<file path="src/rtl/pc_exception_unit_pkg.sv">
// Shared types and constants for the PC / exception unit and its helpers.
//   - exc_state_e   : exception sequencer states
//   - cause_e       : cause register encodings
//   - branch_type_e : conditional-branch encodings
//   - exc_sel_t     : prioritised exception selection payload
package pc_exception_unit_pkg;

  localparam int unsigned XLEN     = 32;
  localparam int unsigned BYTE_W   = 8;
  localparam int unsigned BYTE_PAD = XLEN - BYTE_W;

  // Default vector-table byte addresses for each handler.
  localparam logic [XLEN-1:0] DEF_VEC_OPCODE = 32'd255;
  localparam logic [XLEN-1:0] DEF_VEC_OVF    = 32'd254;
  localparam logic [XLEN-1:0] DEF_VEC_DIV0   = 32'd253;

  typedef enum logic [1:0] {
    ST_IDLE = 2'b00,
    ST_REQ  = 2'b01,
    ST_LOAD = 2'b10
  } exc_state_e;

  typedef enum logic [1:0] {
    CAUSE_NONE   = 2'b00,
    CAUSE_OPCODE = 2'b01,
    CAUSE_OVF    = 2'b10,
    CAUSE_DIV0   = 2'b11
  } cause_e;

  typedef enum logic [1:0] {
    BR_BEQ = 2'b00,
    BR_BNE = 2'b01,
    BR_BGT = 2'b10,
    BR_BLE = 2'b11
  } branch_type_e;

  typedef struct packed {
    logic            valid;
    cause_e          code;
    logic [XLEN-1:0] vec;
  } exc_sel_t;

  // Fixed priority opcode > ovf > div0; lower-priority requests are dropped.
  function automatic exc_sel_t exc_select(
    input logic            opcode,
    input logic            ovf,
    input logic            div0,
    input logic [XLEN-1:0] vec_opcode,
    input logic [XLEN-1:0] vec_ovf,
    input logic [XLEN-1:0] vec_div0
  );
    exc_sel_t sel;
    sel.valid = opcode | ovf | div0;
    sel.code  = CAUSE_NONE;
    sel.vec   = '0;
    if (opcode) begin
      sel.code = CAUSE_OPCODE;
      sel.vec  = vec_opcode;
    end else if (ovf) begin
      sel.code = CAUSE_OVF;
      sel.vec  = vec_ovf;
    end else if (div0) begin
      sel.code = CAUSE_DIV0;
      sel.vec  = vec_div0;
    end
    return sel;
  endfunction

endpackage

</file>
<file path="src/rtl/pc_exception_unit_branch_cond_eval.sv">
// Branch condition evaluator (combinational, shared with the control unit).
//   branch_type : 00 beq, 01 bne, 10 bgt, 11 ble
//   alu_zero    : ALU zero flag
//   alu_gt      : ALU greater-than flag
//   take        : branch condition satisfied
module branch_cond_eval
  import pc_exception_unit_pkg::*;
(
  input  logic [1:0] branch_type,
  input  logic       alu_zero,
  input  logic       alu_gt,
  output logic       take
);

  // Condition lookup per branch encoding.
  always_comb begin
    take = 1'b0;
    case (branch_type)
      BR_BEQ:  take = alu_zero;
      BR_BNE:  take = ~alu_zero;
      BR_BGT:  take = alu_gt;
      BR_BLE:  take = ~alu_gt;
      default: take = 1'b0;
    endcase
  end

endmodule

</file>
<file path="src/rtl/pc_exception_unit.sv">
// Architectural PC register, branch-qualified PC update, EPC capture and the
// exception entry sequence (vector byte fetch, then PC load with the handler).
//   clk, reset    : clock, async active-low reset
//   pc_next       : selected next-PC value
//   pc_write      : unconditional PC load
//   pc_write_cond : PC load qualified by branch_type / ALU flags
//   branch_type, alu_zero, alu_gt : branch condition inputs
//   exc_opcode, exc_ovf, exc_div0 : exception pulses from control
//   mem_rdata, mem_valid          : vector byte returned by the memory port
//   pc, epc, cause                : architectural state
//   exc_mem_req, exc_mem_addr     : vector-table read request
//   exc_busy                      : stall to control during the sequence
module pc_exception_unit
  import pc_exception_unit_pkg::*;
#(
  parameter logic [31:0] RESET_PC   = 32'h0000_0000,
  parameter logic [31:0] EPC_OFFSET = 32'd4,
  parameter logic [31:0] VEC_OPCODE = DEF_VEC_OPCODE,
  parameter logic [31:0] VEC_OVF    = DEF_VEC_OVF,
  parameter logic [31:0] VEC_DIV0   = DEF_VEC_DIV0
) (
  input  logic              clk,
  input  logic              reset,
  input  logic [XLEN-1:0]   pc_next,
  input  logic              pc_write,
  input  logic              pc_write_cond,
  input  logic [1:0]        branch_type,
  input  logic              alu_zero,
  input  logic              alu_gt,
  input  logic              exc_opcode,
  input  logic              exc_ovf,
  input  logic              exc_div0,
  input  logic [BYTE_W-1:0] mem_rdata,
  input  logic              mem_valid,
  output logic [XLEN-1:0]   pc,
  output logic [XLEN-1:0]   epc,
  output logic [1:0]        cause,
  output logic              exc_mem_req,
  output logic [XLEN-1:0]   exc_mem_addr,
  output logic              exc_busy
);

  exc_state_e        state_q, state_d;
  logic [XLEN-1:0]   pc_q, pc_d;
  logic [XLEN-1:0]   epc_q, epc_d;
  cause_e            cause_q, cause_d;
  logic              req_q, req_d;
  logic [XLEN-1:0]   addr_q, addr_d;
  logic              busy_q, busy_d;
  logic [BYTE_W-1:0] vec_byte_q, vec_byte_d;

  logic     take_c;
  exc_sel_t sel_c;

  branch_cond_eval u_branch_cond_eval (
    .branch_type (branch_type),
    .alu_zero    (alu_zero),
    .alu_gt      (alu_gt),
    .take        (take_c)
  );

  assign sel_c = exc_select(exc_opcode, exc_ovf, exc_div0,
                            VEC_OPCODE, VEC_OVF, VEC_DIV0);

  // Next-state and next-output logic; every register holds by default.
  always_comb begin
    state_d    = state_q;
    pc_d       = pc_q;
    epc_d      = epc_q;
    cause_d    = cause_q;
    req_d      = req_q;
    addr_d     = addr_q;
    busy_d     = busy_q;
    vec_byte_d = vec_byte_q;

    case (state_q)
      ST_IDLE: begin
        // An exception wins over any PC write presented in the same cycle.
        if (sel_c.valid) begin
          epc_d   = pc_q - EPC_OFFSET;
          cause_d = sel_c.code;
          addr_d  = sel_c.vec;
          req_d   = 1'b1;
          busy_d  = 1'b1;
          state_d = ST_REQ;
        end else if (pc_write || (pc_write_cond && take_c)) begin
          pc_d = pc_next;
        end
      end

      ST_REQ: begin
        // Wait as long as the arbiter needs; request drops with the byte.
        if (mem_valid) begin
          vec_byte_d = mem_rdata;
          req_d      = 1'b0;
          state_d    = ST_LOAD;
        end
      end

      ST_LOAD: begin
        pc_d    = {{BYTE_PAD{1'b0}}, vec_byte_q};
        busy_d  = 1'b0;
        state_d = ST_IDLE;
      end

      default: begin
        req_d   = 1'b0;
        busy_d  = 1'b0;
        state_d = ST_IDLE;
      end
    endcase
  end

  // State and output registers.
  always_ff @(posedge clk or negedge reset) begin
    if (!reset) begin
      state_q    <= ST_IDLE;
      pc_q       <= RESET_PC;
      epc_q      <= '0;
      cause_q    <= CAUSE_NONE;
      req_q      <= 1'b0;
      addr_q     <= '0;
      busy_q     <= 1'b0;
      vec_byte_q <= '0;
    end else begin
      state_q    <= state_d;
      pc_q       <= pc_d;
      epc_q      <= epc_d;
      cause_q    <= cause_d;
      req_q      <= req_d;
      addr_q     <= addr_d;
      busy_q     <= busy_d;
      vec_byte_q <= vec_byte_d;
    end
  end

  assign pc           = pc_q;
  assign epc          = epc_q;
  assign cause        = cause_q;
  assign exc_mem_req  = req_q;
  assign exc_mem_addr = addr_q;
  assign exc_busy     = busy_q;

endmodule

</file>
<file path="config.mk">
export PLATFORM = sky130hd
export DESIGN_NAME = pc_exception_unit
export DESIGN_NICKNAME = d
export VERILOG_FILES = /design/src/rtl/pc_exception_unit_pkg.sv /design/src/rtl/pc_exception_unit_branch_cond_eval.sv /design/src/rtl/pc_exception_unit.sv
export SDC_FILE = /design/constraint.sdc
export NUM_CORES = 1
export LEC_CHECK = 0
export CAP_MARGIN = 20
export CORE_ASPECT_RATIO = 1.4
export CORE_MARGIN = 2
export CORE_UTILIZATION = 48
export DETAILED_ROUTE_END_ITERATION = 16
export GPL_ROUTABILITY_DRIVEN = 0
export PLACE_DENSITY = 0.93
export SYNTH_ARGS = -nofsm -noshare
export SYNTH_HDL_FRONTEND = slang
export SYNTH_SLANG_ARGS = --single-unit
</file>
<file path="constraint.sdc">
create_clock -name clk -period 4.35 [get_ports clk]
set_input_delay 1.0875 -clock clk [delete_from_list [all_inputs] [get_ports clk]]
set_output_delay 1.0875 -clock clk [all_outputs]
set_load 0.02 [all_outputs]
</file>
# Word-level counts from Yosys, hierarchy flattened
# Index checks and enable logic that the tools add are counted.
# word_totals
latchBits	0
out_inout_bits	100
regBits	110
romBits	0
word_cells	49
ram_bits	0
n_memories	0
input_bits	52
# op_classes
n_div	0
muxes	14
add_sub_neg	1
n_reduce_logical	11
n_lt_le_gt_ge	0
n_eq_ne	9
n_mul	0
shifts	0
n_bitwise	6
# op_table
op	n
34-bit two-way mux	3
32-bit two-way mux	2
32-bit one-hot mux with 2 select lines	1
32-bit by 3-bit subtractor with 32-bit output (second input constant)	1
2-bit inequality test (second input constant)	4
2-bit AND reduction	4
2-bit == test (second input constant)	3
3-bit AND reduction	2
2-bit by 1-bit == test with 1-bit output (second input constant)	2
2-bit zero test	2
2-bit two-way mux	2
1-bit NOT	4
1-bit one-hot mux with 4 select lines	1
2-bit one-hot mux with 2 select lines	1
1-bit one-hot mux with 3 select lines	1
1-bit two-way mux	2
1-bit bitwise OR	2
1-bit one-hot mux with 2 select lines	1
2-bit nonzero test	1
1-bit logical AND	1
1-bit logical OR	1

# Depth between registers and ports, before layout
# Gate-level depths: netlist (run 1).
# logic_depth
depth_word	7
depth_mapped	7
depth_no_buf	7

# Modules after synthesis
# A second synthesis (run 1) with hierarchy kept.
# hier_totals
hier_cells	442
area_unflattened_um2	3957.5
# by_module_without_submodules
module	cells_per_inst	n_inst	seq_area_each_um2	area_each_um2
pc_exception_unit	440	1	2001.9	3938.8
branch_cond_eval	2	1	0.0	18.8

# Worst setup path after synthesis (run 1)
# No wires, ideal clock.
# synth_timing
path_type	input to register
start	input exc_ovf
end	register pc_q[17] (netlist: pc[17])
arrival_time_ns	2.468
stages	6
n_path_buf	1
setup_ns	0.083
slack_ns	1.799
required_time_ns	4.267
path_cell_list	or2_1 o21ai_1 nand2b_1 or2_2 clkbuf_1 o21ai_0
# synth_between
elab_chain_cells	4
# synth_rtl
item	line	rtl
from (decl)	pc_exception_unit.sv:31	input logic exc_ovf,
1-bit bitwise OR (2 in series)	pc_exception_unit_pkg.sv:53	sel.valid = opcode | ovf | div0;
2-bit inequality test (no line)	n/a	
3-bit AND reduction (no line)	n/a	
to (signal assigned)	pc_exception_unit.sv:127	pc_q <= pc_d;
to (decl)	pc_exception_unit.sv:44	logic [XLEN-1:0] pc_q, pc_d;
# Every way passes these cells.
# A chain may end at the register's enable or synchronous reset.

# Final worst setup path (run 1)
# layout_timing
start	input exc_ovf
end	register pc_q[30] (netlist: pc[30])
# The elaborated chain is that of the path after synthesis.

==> impl_metrics.sql, run 1 <==
INSERT INTO impl_metrics (metric_group, metric, value, unit) VALUES
('synth', 'synth.avg_cell_area', '9.22', 'um^2'),
('detailed_routing', 'drt_drc_violations_left', '0', ''),
('clock_network', 'clock_sinks', '80', ''),
('timing', 'final_min_period_over_clock_period', '65.5', '%'),
('layout', 'area_growth_from_synthesis_to_layout', '38.9', '%'),
('synth', 'synth_flop_cell', 'sky130_fd_sc_hd__dfrtp_1', ''),
('die', 'start_util', '48.9', '%'),
('die', 'coreArea', '8050', 'um^2'),
('outcome', 'run_status', 'complete, no violations', ''),
('power', 'power_density_over_the_cells', '779', 'nW/um^2'),
('synth', 'synth-edff-count', '0', ''),
('critical_path', 'critical_path.startpoint_type', 'input port', ''),
('clock_network', 'clk-insertion-delay-late', '340', 'ps'),
('detailed_routing', 'ant_nets_after_route', '0', ''),
('power', 'ir_worst_vdd', '0.000478', 'V'),
('synth', 'ys_async_sr_fraction', '100', '%'),
('critical_path', 'critical_path_cell_count', '7', ''),
('critical_path', 'setup.worst_path.end', 'pc[30]', ''),
('timing', 'max-slew-margin-rel', '35.7', '%'),
('layout', 'multi_input_gate_area', '1710', 'um^2'),
('timing', 'tns', '0', 'ps'),
('clock_network', 'postCtsHoldBufs', '0', ''),
('critical_path', 'required', '4600', 'ps'),
('critical_path', 'timing.critical_path.max_delay_family', 'simple AND/OR/NAND/NOR gates', ''),
('global_routing', 'grt.overflow.total', '0', ''),
('die', 'ioPinCount', '152', ''),
('clock_network', 'root_buffer', 'sky130_fd_sc_hd__clkbuf_16', ''),
('timing', 'slew_viol_final', '0', ''),
('place', 'hpwl', '7650', 'um'),
('detailed_routing', 'post_drt_via_cell_ratio', '5.41', ''),
('global_routing', 'grt_first_pass_wirelength', '16900', 'um'),
('critical_path', 'crit_path_cell_trace', 'clkdlybuf4s50_1 > or2_1 > o21ai_4 > nand2b_1 > buf_4 > or2_2 > o21ai_0', ''),
('synth', 'total_number_of_yosys_warnings', '0', ''),
('layout', 'finish.utilization', '68.0', '%'),
('global_routing', 'grt_start_max_net_pins', '81', ''),
('critical_path', 'cp-startpoint', 'exc_ovf', ''),
('detailed_routing', 'detailedRoute.firstPassIterationCount', '5', ''),
('clock_network', 'cts_post_setup_buffers_inserted', '0', ''),
('detailed_routing', 'wirelength', '10300', 'um'),
('critical_path', 'nature_of_the_critical_path_endpoint', 'flop', ''),
('synth', 'synth-seq-cells', '80', ''),
('synth', 'synth_sequential_area_ratio', '50.8', '%'),
('critical_path', 'type_of_the_worst_setup_path', 'input port to flop', ''),
('layout', 'stdcell_count', '647', ''),
('timing', 'timing_worst_slew_pin_value', '964', 'ps'),
('critical_path', 'r2r_cells', '7', ''),
('detailed_routing', 'detail_route.wl_per_cell', '16.0', 'um'),
('global_routing', 'gr_usage_total', '24.5', '%'),
('critical_path', 'regToRegEndpoint', 'epc[16]', ''),
('global_routing', 'initial_antenna_violation_count', '0', ''),
('layout', 'layout-drive-gt1-share', '6.61', '%'),
('die', 'num_rows', '39', ''),
('critical_path', 'critPathSlowestCell', 'sky130_fd_sc_hd__or2_2', ''),
('timing', 'final.min_clock_period', '2850', 'ps'),
('timing', 'achievable-frequency', '0.351', 'GHz'),
('detailed_routing', 'routed_vias', '3500', ''),
('critical_path', 'worstPathBufferInverterCount', '2', ''),
('timing', 'final_hold_viol_count', '0', ''),
('layout', 'area.sequential', '2000', 'um^2'),
('global_routing', 'number_of_global_route_vias_before_repair', '3416', ''),
('die', 'die_y', '111', 'um'),
('timing', 'fin_worst_skew', '4.94', 'ps'),
('critical_path', 'regToRegSetupSlack', '2060', 'ps'),
('clock_network', 'cts_made_buffers', '9', ''),
('critical_path', 'crit-reg2reg-launch', 'pc[2]', ''),
('clock_network', 'h-tree-depth', '3', ''),
('layout', 'finalNetCount', '593', ''),
('critical_path', 'crit_path_max_incr_delay', '510', 'ps'),
('timing', 'setup_repair_after_global_routing_missed_its_margin', 'false', ''),
('clock_network', 'cts.clk_slew.worst_paths', '60', 'ps'),
('synth', 'syn-cell-area', '3940', 'um^2');
[routing by layer]
layer / GRT usage (%) / part of all wire [%] / routed length [um] / vias up
met2: 39.2 / 51 / 5300 / 166
li1: - / - / - / 1626
met4: 11.4 / 3.8 / 390 / 0
met1: 31.3 / 39 / 3990 / 1680
met5: 0 / 0 / 0 / -
met3: 5.46 / 6.4 / 663 / 28
[Yosys cell counts (2+ instances only)]
cell / number / share of area (%)
sky130_fd_sc_hd__a21oi_1: 3 / 0.38
sky130_fd_sc_hd__a31oi_1: 2 / 0.32
sky130_fd_sc_hd__buf_4: 30 / 5.7
sky130_fd_sc_hd__clkbuf_1: 19 / 1.8
sky130_fd_sc_hd__dfrtp_1: 80 / 51
sky130_fd_sc_hd__inv_1: 3 / 0.29
sky130_fd_sc_hd__mux2i_1: 9 / 2.3
sky130_fd_sc_hd__nand2_1: 91 / 8.7
sky130_fd_sc_hd__nand2b_1: 4 / 0.64
sky130_fd_sc_hd__nand3_1: 4 / 0.51
sky130_fd_sc_hd__nand3b_1: 2 / 0.38
sky130_fd_sc_hd__nand4_1: 5 / 0.79
sky130_fd_sc_hd__nor2_1: 11 / 1.0
sky130_fd_sc_hd__nor3_1: 9 / 1.1
sky130_fd_sc_hd__nor3_2: 2 / 0.51
sky130_fd_sc_hd__o21ai_0: 88 / 11
sky130_fd_sc_hd__o21ai_1: 7 / 0.89
sky130_fd_sc_hd__o31ai_1: 2 / 0.38
sky130_fd_sc_hd__or2_2: 3 / 0.48
sky130_fd_sc_hd__or3b_4: 2 / 0.57
sky130_fd_sc_hd__or4_1: 5 / 0.95
sky130_fd_sc_hd__xnor2_1: 13 / 2.9
sky130_fd_sc_hd__xor2_1: 12 / 2.7
[cell usage in the layout, fill, tap and decap left out, types with 4 or more instances in the layout]
cell type,netlist,final
sky130_fd_sc_hd__conb_1,1,24
sky130_fd_sc_hd__dfrtp_1,80,80
sky130_fd_sc_hd__nor3_1,9,9
sky130_fd_sc_hd__mux2i_1,9,9
sky130_fd_sc_hd__nand2_1,91,91
sky130_fd_sc_hd__clkbuf_16,0,9
sky130_fd_sc_hd__buf_4,30,5
sky130_fd_sc_hd__xnor2_1,13,13
sky130_fd_sc_hd__nand3_1,4,4
sky130_fd_sc_hd__o21ai_1,7,6
sky130_fd_sc_hd__nor2_1,11,11
sky130_fd_sc_hd__o21ai_0,88,88
sky130_fd_sc_hd__nand4_1,5,5
sky130_fd_sc_hd__xor2_1,12,12
sky130_fd_sc_hd__nand2b_1,4,4
sky130_fd_sc_hd__or4_1,5,5
sky130_fd_sc_hd__clkdlybuf4s50_1,0,126
[worst min-delay path by stage]
stage / startpoint / depth (start not counted) / endpoint
after floorplan: vec_byte_q[0] / 2 / vec_byte_q[0]
after global placement: epc[9] / 2 / epc[9]
after detailed placement: epc[25] / 2 / epc[25]
after CTS: epc[25] / 2 / epc[25]
after global routing: vec_byte_q[6] / 2 / vec_byte_q[6]
final: epc[25] / 2 / epc[25]
[metrics by stage]
stage	worst slack [ps]	hold WS (ps)	total power, mW	area, um^2
finish	1500	471	4.26	5470
global route	1380	499	4.51	5470
CTS	1510	476	4.27	5470
detailed placement	1170	463	3.45	5150
global placement	1290	455	3.34	5150
floorplan	1800	445	2.54	4030
[cell families (layout without fill, tap and decap cells)]
| group | Yosys count | after routing | synth area share [%] |
|---|---|---|---|
| buffers and inverters | 56 | 151 | 8.45 |
| multiplexers | 9 | 9 | 2.29 |
| adder cells (fa/ha/maj) | 1 | 1 | 0.318 |
| other | 1 | 24 | 0.0952 |
| AND/OR/NAND/NOR | 147 | 147 | 18.0 |
| AO/OA/AOI/OAI | 108 | 108 | 14.5 |
| XOR/XNOR | 25 | 25 | 5.56 |
| flip-flops | 80 | 80 | 50.8 |
[power by group]
part / leakage, nW / internal [mW] / switching [mW] / total (mW)
Combinational: 1.21 / 0.872 / 1.15 / 2.03
Sequential: 0.991 / 1.08 / 0.345 / 1.43
Clock: 0.152 / 0.517 / 0.292 / 0.808
[registers in the layout (all words and copies together), names as in the netlist]
register / count
exc_mem_addr: 2
exc_busy: 1
state_q: 2
epc: 32
vec_byte_q: 8
pc: 32
exc_mem_req: 1
cause: 2
[final cells by class]
| cell class | instances | area share (%) |
|---|---|---|
| inverter | 4 | 0.274 |
| clock buffer | 11 | 4.44 |
| multi-input combinational | 314 | 31.2 |
| timing repair buffer | 131 | 23.7 |
| tap | 102 | 2.33 |
| sequential | 80 | 36.6 |
| clock inverter | 5 | 1.46 |
[worst min-delay path, delay by kind of cell, from the launching register on]
kind,cells,cell delay [ps]
AOI/OAI and AO/OA,1,50
DFF,1,330
and+or+nand+nor,1,60
(Power assumes the default switching activity.)
==> run 2, diff against run 1 <==
--- a/config.mk
+++ b/config.mk
@@ -8,10 +8,10 @@
 export CAP_MARGIN = 20
 export CORE_ASPECT_RATIO = 1.4
 export CORE_MARGIN = 2
-export CORE_UTILIZATION = 48
+export CORE_UTILIZATION = 44
 export DETAILED_ROUTE_END_ITERATION = 16
 export GPL_ROUTABILITY_DRIVEN = 0
-export PLACE_DENSITY = 0.93
+export PLACE_DENSITY = 0.86
 export SYNTH_ARGS = -nofsm -noshare
 export SYNTH_HDL_FRONTEND = slang
 export SYNTH_SLANG_ARGS = --single-unit
==> constraint.sdc (replaced) <==
create_clock -name clk -period 2.9 [get_ports clk]
set_input_delay 0.725 -clock clk [delete_from_list [all_inputs] [get_ports clk]]
set_output_delay 0.725 -clock clk [all_outputs]
set_load 0.02 [all_outputs]
==> run 2 against run 1 <==
Net effect:
- sequential power up 51%
- sequential share of layout area about the same
- critical path depth decreased by 1
- core utilization is 4.7 points lower
- power is 48% higher
- clock skew increased by 1.2 ps
- via count down 1.8%
- hold slack better by 5.7 ps
- non-clock buffer count did not move
- first-iteration DRC count down 49%
- critical path type unchanged
- highest routed layer unchanged
==> impl_metrics.sql, run 2 (synthesized netlist as in run 1, its figures left out) <==
INSERT INTO impl_metrics (metric_group, metric, value, unit) VALUES
('critical_path', 'cp-startpoint', 'exc_ovf', ''),
('critical_path', 'nature_of_the_critical_path_endpoint', 'flop', ''),
('layout', 'finalNetCount', '593', ''),
('layout', 'mostFrequentLayoutCells', 'sky130_fd_sc_hd__clkdlybuf4s50_1, sky130_fd_sc_hd__nand2_1, sky130_fd_sc_hd__o21ai_0, sky130_fd_sc_hd__dfrtp_1, sky130_fd_sc_hd__conb_1', ''),
('timing', 'max-slew-margin-rel', '34.3', '%'),
('timing', 'tns', '0', 'ps'),
('timing', 'final_hold_viol_count', '0', ''),
('critical_path', 'worstPathBufferInverterCount', '1', ''),
('timing', 'timing.final.setup_violations', '0', ''),
('critical_path', 'path_max_fanout', '32', ''),
('critical_path', 'required', '3140', 'ps'),
('die', 'die_width', '84.0', 'um'),
('detailed_routing', 'post_drt_via_cell_ratio', '5.29', ''),
('die', 'start_util', '45.5', '%'),
('layout', 'multi_input_gate_area', '1710', 'um^2'),
('place', 'hpwl', '7430', 'um'),
('power', 'leakagePower', '2.36', 'nW'),
('layout', 'area.sequential', '2000', 'um^2'),
('detailed_routing', 'drt_drc_violations_left', '0', ''),
('detailed_routing', 'detail_route.wl_per_cell', '15.5', 'um'),
('die', 'num_rows', '40', ''),
('critical_path', 'timing.critical_path.max_delay_family', 'simple AND/OR/NAND/NOR gates', ''),
('clock_network', 'cts_made_buffers', '9', ''),
('hold_path', 'worstHoldStart', 'epc[1]', ''),
('timing', 'fin_worst_skew', '6.17', 'ps'),
('global_routing', 'initial_antenna_violation_count', '0', ''),
('power', 'ir_worst_vdd', '0.000541', 'V'),
('layout', 'antenna_cells', '0', ''),
('clock_network', 'clockBufferDepth', '2', ''),
('place', 'detailed_place.area', '5170', 'um^2'),
('job', 'drv.max_cap_violation_count', '0', ''),
('critical_path', 'type_of_the_worst_setup_path', 'input port to flop', ''),
('layout', 'layout-drive-gt1-share', '6.79', '%'),
('global_routing', 'grt_first_pass_wirelength', '16500', 'um'),
('timing', 'slew_viol_final', '0', ''),
('global_routing', 'number_of_global_route_vias_before_repair', '3375', ''),
('clock_network', 'root_buffer', 'sky130_fd_sc_hd__clkbuf_16', ''),
('layout', 'finalInstanceArea', '5470', 'um^2'),
('detailed_routing', 'detailedRoute.firstPassIterationCount', '5', ''),
('clock_network', 'cts_post_setup_buffers_inserted', '0', ''),
('power', 'power_density_over_the_cells', '1150', 'nW/um^2'),
('layout', 'area_growth_from_synthesis_to_layout', '39.0', '%'),
('clock_network', 'postCtsHoldBufs', '0', ''),
('place', 'dp.cells', '634', ''),
('place', 'port_buffers', '127', ''),
('clock_network', 'cts_tree', 'built', ''),
('timing', 'setup_repair_after_global_routing_missed_its_margin', 'false', ''),
('critical_path', 'crit_path_cell_trace', 'clkdlybuf4s50_1 > or2_1 > o21ai_4 > nand2b_1 > or2_2 > o21ai_0', ''),
('critical_path', 'crit_path_max_incr_delay', '510', 'ps'),
('clock_network', 'clk-insertion-delay-late', '330', 'ps'),
('timing', 'final.min_clock_period', '2290', 'ps'),
('layout', 'layout.filler_cells', '686', ''),
('global_routing', 'grt.overflow.total', '0', ''),
('clock_network', 'h-tree-depth', '3', ''),
('detailed_routing', 'routed_vias', '3437', ''),
('clock_network', 'cts.clk_slew.worst_paths', '60', 'ps'),
('layout', 'stdcell_count', '650', ''),
('timing', 'achievable-frequency', '0.436', 'GHz'),
('layout', 'finish.utilization', '63.2', '%'),
('timing', 'final_min_period_over_clock_period', '79.1', '%'),
('global_routing', 'gr_usage_total', '21.4', '%'),
('layout', 'most_common_cell_after_layout_fill_and_taps_aside', 'sky130_fd_sc_hd__clkdlybuf4s50_1', ''),
('clock_network', 'clock_sinks', '80', ''),
('clock_network', 'cts_resized', '0', ''),
('critical_path', 'critPathSlowestCell', 'sky130_fd_sc_hd__or2_2', ''),
('outcome', 'run_status', 'complete, no violations', ''),
('die', 'die_y', '116', 'um'),
('detailed_routing', 'ant_nets_after_route', '0', ''),
('detailed_routing', 'wirelength', '10000', 'um'),
('die', 'ioPinCount', '152', ''),
('critical_path', 'critical_path.startpoint_type', 'input port', ''),
('global_routing', 'grt_start_max_net_pins', '81', ''),
('die', 'coreArea', '8660', 'um^2'),
('hold_path', 'hold_path.class', 'flop to flop', ''),
('die', 'floorplan.die_area', '9740', 'um^2'),
('timing', 'timing_worst_slew_pin_value', '985', 'ps'),
('critical_path', 'worst_endpoint_data_arrival_time', '2530', 'ps'),
('detailed_routing', 'first_iter_violations', '241', ''),
('critical_path', 'crit-reg2reg-launch', 'pc[13]', '');
run 2: cell types whose count changed in the layout (fill, tap and decap cells not counted):
cell / before / now
sky130_fd_sc_hd__clkinv_2: 1 / 2
sky130_fd_sc_hd__buf_4: 5 / 4
sky130_fd_sc_hd__buf_12: 0 / 1
sky130_fd_sc_hd__clkbuf_1: 1 / 0
sky130_fd_sc_hd__bufinv_16: 2 / 1
sky130_fd_sc_hd__clkbuf_8: 1 / 2
run 2: worst register-to-register path: cells and delay by family, from the launching register on:
| family | cells | cell delay (ps) |
|---|---|---|
| XOR/XNOR | 1 | 170 |
| AND/OR/NAND/NOR | 3 | 1340 |
| flip-flops | 1 | 460 |
| AO/OA/AOI/OAI | 1 | 180 |
run 2: metal layers:
metal / GRT usage [%] / vias to the layer above / part of all wire [%]
met4: 11.5 / 0 / 3.5
li1: - / 1620 / -
met5: 0 / - / 0
met1: 26.5 / 1624 / 39
met2: 35.1 / 169 / 51
met3: 4.56 / 24 / 6.7
run 2: final timing paths:
| kind | endpoint | slack (ps) | cells after the start |
|---|---|---|---|
| max in group asynchronous | exc_mem_addr[6] | 1710 | 1 |
| worst max register to register | epc[28] | 660 | 5 |
| worst min-delay path | epc[1] | 480 | 2 |
| worst min register to register | epc[1] | 480 | 2 |
| worst max-delay path | pc[13] | 610 | 6 |
| min in group asynchronous | pc[21] | 540 | 1 |
run 2: stage by stage:
| step | hold slack, ps | setup slack (ps) | power, mW |
|---|---|---|---|
| 4_1_cts | 478 | 617 | 6.33 |
| 2_1_floorplan | 429 | 712 | 3.81 |
| 5_1_grt | 505 | 471 | 6.71 |
| 3_3_place_gp | 452 | 391 | 5.05 |
| 3_5_place_dp | 459 | 304 | 5.16 |
| 6_report | 477 | 606 | 6.31 |
run 2: final cells by class:
cell class	instances	share of cell area [%]
clock buffers	11	4.62
clock inverters	5	1.01
inverters	4	0.274
multi-input cells	314	31.2
flip-flops and latches	80	36.6
well taps	105	2.40
repair buffers	131	24.0
run 2: where the power goes:
group          total, mW  internal (mW)  switching, mW
Clock               1.14          0.710          0.430
Sequential          2.16           1.63          0.530
Combinational       3.01           1.33           1.68
==> run 3, diff against run 2 <==
==> constraint.sdc (replaced) <==
create_clock -name clk -period 2.36 [get_ports clk]
set_input_delay 0.59 -clock clk [delete_from_list [all_inputs] [get_ports clk]]
set_output_delay 0.59 -clock clk [all_outputs]
set_load 0.02 [all_outputs]
==> run 3 against run 2 <==
Net effect:
- clock skew fell by 1.7 ps
- clock power increased by 35%
- power grew 28%
- register-to-register slack worse by 490 ps
- hold slack worse by 250 ps
- non-clock buffer count increased by 12
- global-route usage up 0.50 points
- sequential share of layout area shrank 0.88 points
- die area unchanged
- sequential power rose by 19%
- final cell count grew 1.7%
- sequential cell count unchanged
- critical endpoint is now epc[14]
- largest cell class unchanged
==> impl_metrics.sql, run 3 (synthesized netlist as in run 1, its figures left out) <==
INSERT INTO impl_metrics (metric_group, metric, value, unit) VALUES
('hold_path', 'hold_path.class', 'input port to asynchronous set/reset pin', ''),
('detailed_routing', 'detailedRoute.firstPassIterationCount', '4', ''),
('power', 'leakagePower', '2.44', 'nW'),
('power', 'power_density_over_the_cells', '1440', 'nW/um^2'),
('die', 'num_rows', '40', ''),
('global_routing', 'grt_first_pass_wirelength', '16700', 'um'),
('layout', 'most_common_cell_after_layout_fill_and_taps_aside', 'sky130_fd_sc_hd__clkdlybuf4s50_1', ''),
('critical_path', 'regToRegEndpoint', 'epc[14]', ''),
('clock_network', 'h-tree-depth', '3', ''),
('global_routing', 'number_of_global_route_vias_before_repair', '3338', ''),
('power', 'ir_worst_vdd', '0.000748', 'V'),
('critical_path', 'worst_endpoint_data_arrival_time', '2430', 'ps'),
('layout', 'layout-drive-gt1-share', '8.63', '%'),
('clock_network', 'clockBufferDepth', '2', ''),
('clock_network', 'postCtsHoldBufs', '0', ''),
('layout', 'antenna_cells', '0', ''),
('timing', 'finalHoldWorstSlack', '224', 'ps'),
('clock_network', 'root_buffer', 'sky130_fd_sc_hd__clkbuf_16', ''),
('global_routing', 'grt.overflow.total', '0', ''),
('power', 'totalPowerFinal', '8.05', 'mW'),
('layout', 'mostFrequentLayoutCells', 'sky130_fd_sc_hd__clkdlybuf4s50_1, sky130_fd_sc_hd__nand2_1, sky130_fd_sc_hd__o21ai_0, sky130_fd_sc_hd__dfrtp_1, sky130_fd_sc_hd__conb_1', ''),
('layout', 'area_growth_from_synthesis_to_layout', '42.4', '%'),
('timing', 'fin_worst_skew', '4.43', 'ps'),
('detailed_routing', 'detail_route.wl_per_cell', '15.8', 'um'),
('place', 'port_buffers', '127', ''),
('timing', 'timing_worst_slew_pin_value', '503', 'ps'),
('place', 'hpwl', '7840', 'um'),
('place', 'detailed_place.area', '5270', 'um^2'),
('clock_network', 'cts.clk_slew.worst_paths', '50', 'ps'),
('clock_network', 'cts_post_setup_buffers_inserted', '0', ''),
('layout', 'finalNetCount', '605', ''),
('power', 'switchingPower', '3.28', 'mW'),
('global_routing', 'grt_start_max_net_pins', '42', ''),
('global_routing', 'initial_antenna_violation_count', '0', ''),
('critical_path', 'regToRegSetupSlack', '170', 'ps'),
('detailed_routing', 'first_iter_violations', '268', ''),
('detailed_routing', 'wirelength', '10500', 'um'),
('detailed_routing', 'ant_nets_after_route', '0', ''),
('clock_network', 'cts_resized', '0', ''),
('clock_network', 'cts_tree', 'built', ''),
('timing', 'slew_viol_final', '0', ''),
('layout', 'layout.filler_cells', '661', ''),
('power', 'pwr-share-clk', '19.1', '%'),
('die', 'floorplan.die_area', '9740', 'um^2'),
('critical_path', 'required', '2600', 'ps'),
('power', 'p_sw_share', '40.7', '%'),
('clock_network', 'clk-insertion-delay-late', '340', 'ps'),
('power', 'part_of_the_total_power_dissipated_in_combinational_logic', '48.8', '%'),
('clock_network', 'cts_made_buffers', '9', ''),
('critical_path', 'path_max_fanout', '6', ''),
('timing', 'final.min_clock_period', '2190', 'ps'),
('critical_path', 'critical_path.startpoint_type', 'flop', ''),
('detailed_routing', 'post_drt_via_cell_ratio', '5.25', ''),
('die', 'coreArea', '8660', 'um^2'),
('critical_path', 'r2r_cells', '9', ''),
('timing', 'final_hold_viol_count', '0', ''),
('timing', 'timing.final.setup_violations', '0', ''),
('power', 'cell_internal_pwr', '4.78', 'mW'),
('global_routing', 'gr_usage_total', '21.9', '%'),
('power', 'seqPwrFrac', '32.0', '%'),
('die', 'start_util', '45.5', '%'),
('critical_path', 'cp-startpoint', 'pc[2]', ''),
('timing', 'achievable-frequency', '0.457', 'GHz'),
('clock_network', 'clock_sinks', '80', ''),
('detailed_routing', 'routed_vias', '3472', ''),
('critical_path', 'crit-reg2reg-launch', 'pc[2]', ''),
('timing', 'final_min_period_over_clock_period', '92.8', '%'),
('job', 'drv.max_cap_violation_count', '0', ''),
('die', 'die_width', '84.0', 'um'),
('die', 'ioPinCount', '152', ''),
('layout', 'finalInstanceArea', '5610', 'um^2'),
('outcome', 'run_status', 'complete, no violations', ''),
('timing', 'setup_repair_after_global_routing_missed_its_margin', 'false', ''),
('timing', 'max-slew-margin-rel', '66.5', '%'),
('detailed_routing', 'drt_drc_violations_left', '0', ''),
('critical_path', 'type_of_the_worst_setup_path', 'flop to flop', ''),
('critical_path', 'nature_of_the_critical_path_endpoint', 'flop', ''),
('die', 'die_y', '116', 'um');
run 3: power by group through the flow:
stage	clock network (mW)	logic (mW)	registers (mW)
after CTS	1.56	3.95	2.57
final	1.54	3.93	2.58
after global placement	0	3.80	2.54
after detailed placement	0	3.92	2.58
after floorplan	0	1.55	3.13
after global routing	1.62	4.25	2.67
run 3: final cells by class:
| class | instances | area [um^2] | share of cell area (%) |
|---|---|---|---|
| well taps | 105 | 131 | 2.34 |
| repair buffers | 143 | 1410 | 25.2 |
| clock buffers | 13 | 280 | 5.00 |
| clock inverters | 2 | 60.1 | 1.07 |
| flip-flops and latches | 80 | 2000 | 35.7 |
| inverters | 4 | 15.0 | 0.268 |
| multi-input cells | 314 | 1710 | 30.4 |
run 3: critical path: stages (launching register included):
cell	delay [ps]
sky130_fd_sc_hd__dfrtp_1	440
sky130_fd_sc_hd__inv_1	100
sky130_fd_sc_hd__ha_1	180
sky130_fd_sc_hd__or3b_2	480
sky130_fd_sc_hd__buf_4	170
sky130_fd_sc_hd__nor2_2	130
sky130_fd_sc_hd__buf_4	160
sky130_fd_sc_hd__nand3b_1	90
sky130_fd_sc_hd__xor2_1	160
sky130_fd_sc_hd__o21ai_0	180
run 3: routing by layer:
layer | vias up | GRT usage, % | routed length (um)
met4 | 0 | 9.14 | 227
li1 | 1651 | - | -
met2 | 136 | 37.4 | 5520
met3 | 19 | 5.77 | 662
met5 | - | 0 | 0
met1 | 1666 | 26.4 | 4050
run 3: per-stage QoR:
stage                     utilization, %  setup TNS (ps)  cells  setup WS (ps)
after detailed placement            60.9           -2790    646           -122
after floorplan                        -               0    450            220
after global routing                64.8               0    661           4.14
after global placement              60.9               0    646           8.56
after CTS                           64.8               0    661            144
final                               64.8               0    661            171
run 3: how the worst max path moves through the flow:
stage	to
global placement	pc[13]
global route	epc[28]
detailed placement	pc[14]
finish	epc[14]
floorplan	epc[20]
CTS	epc[28]
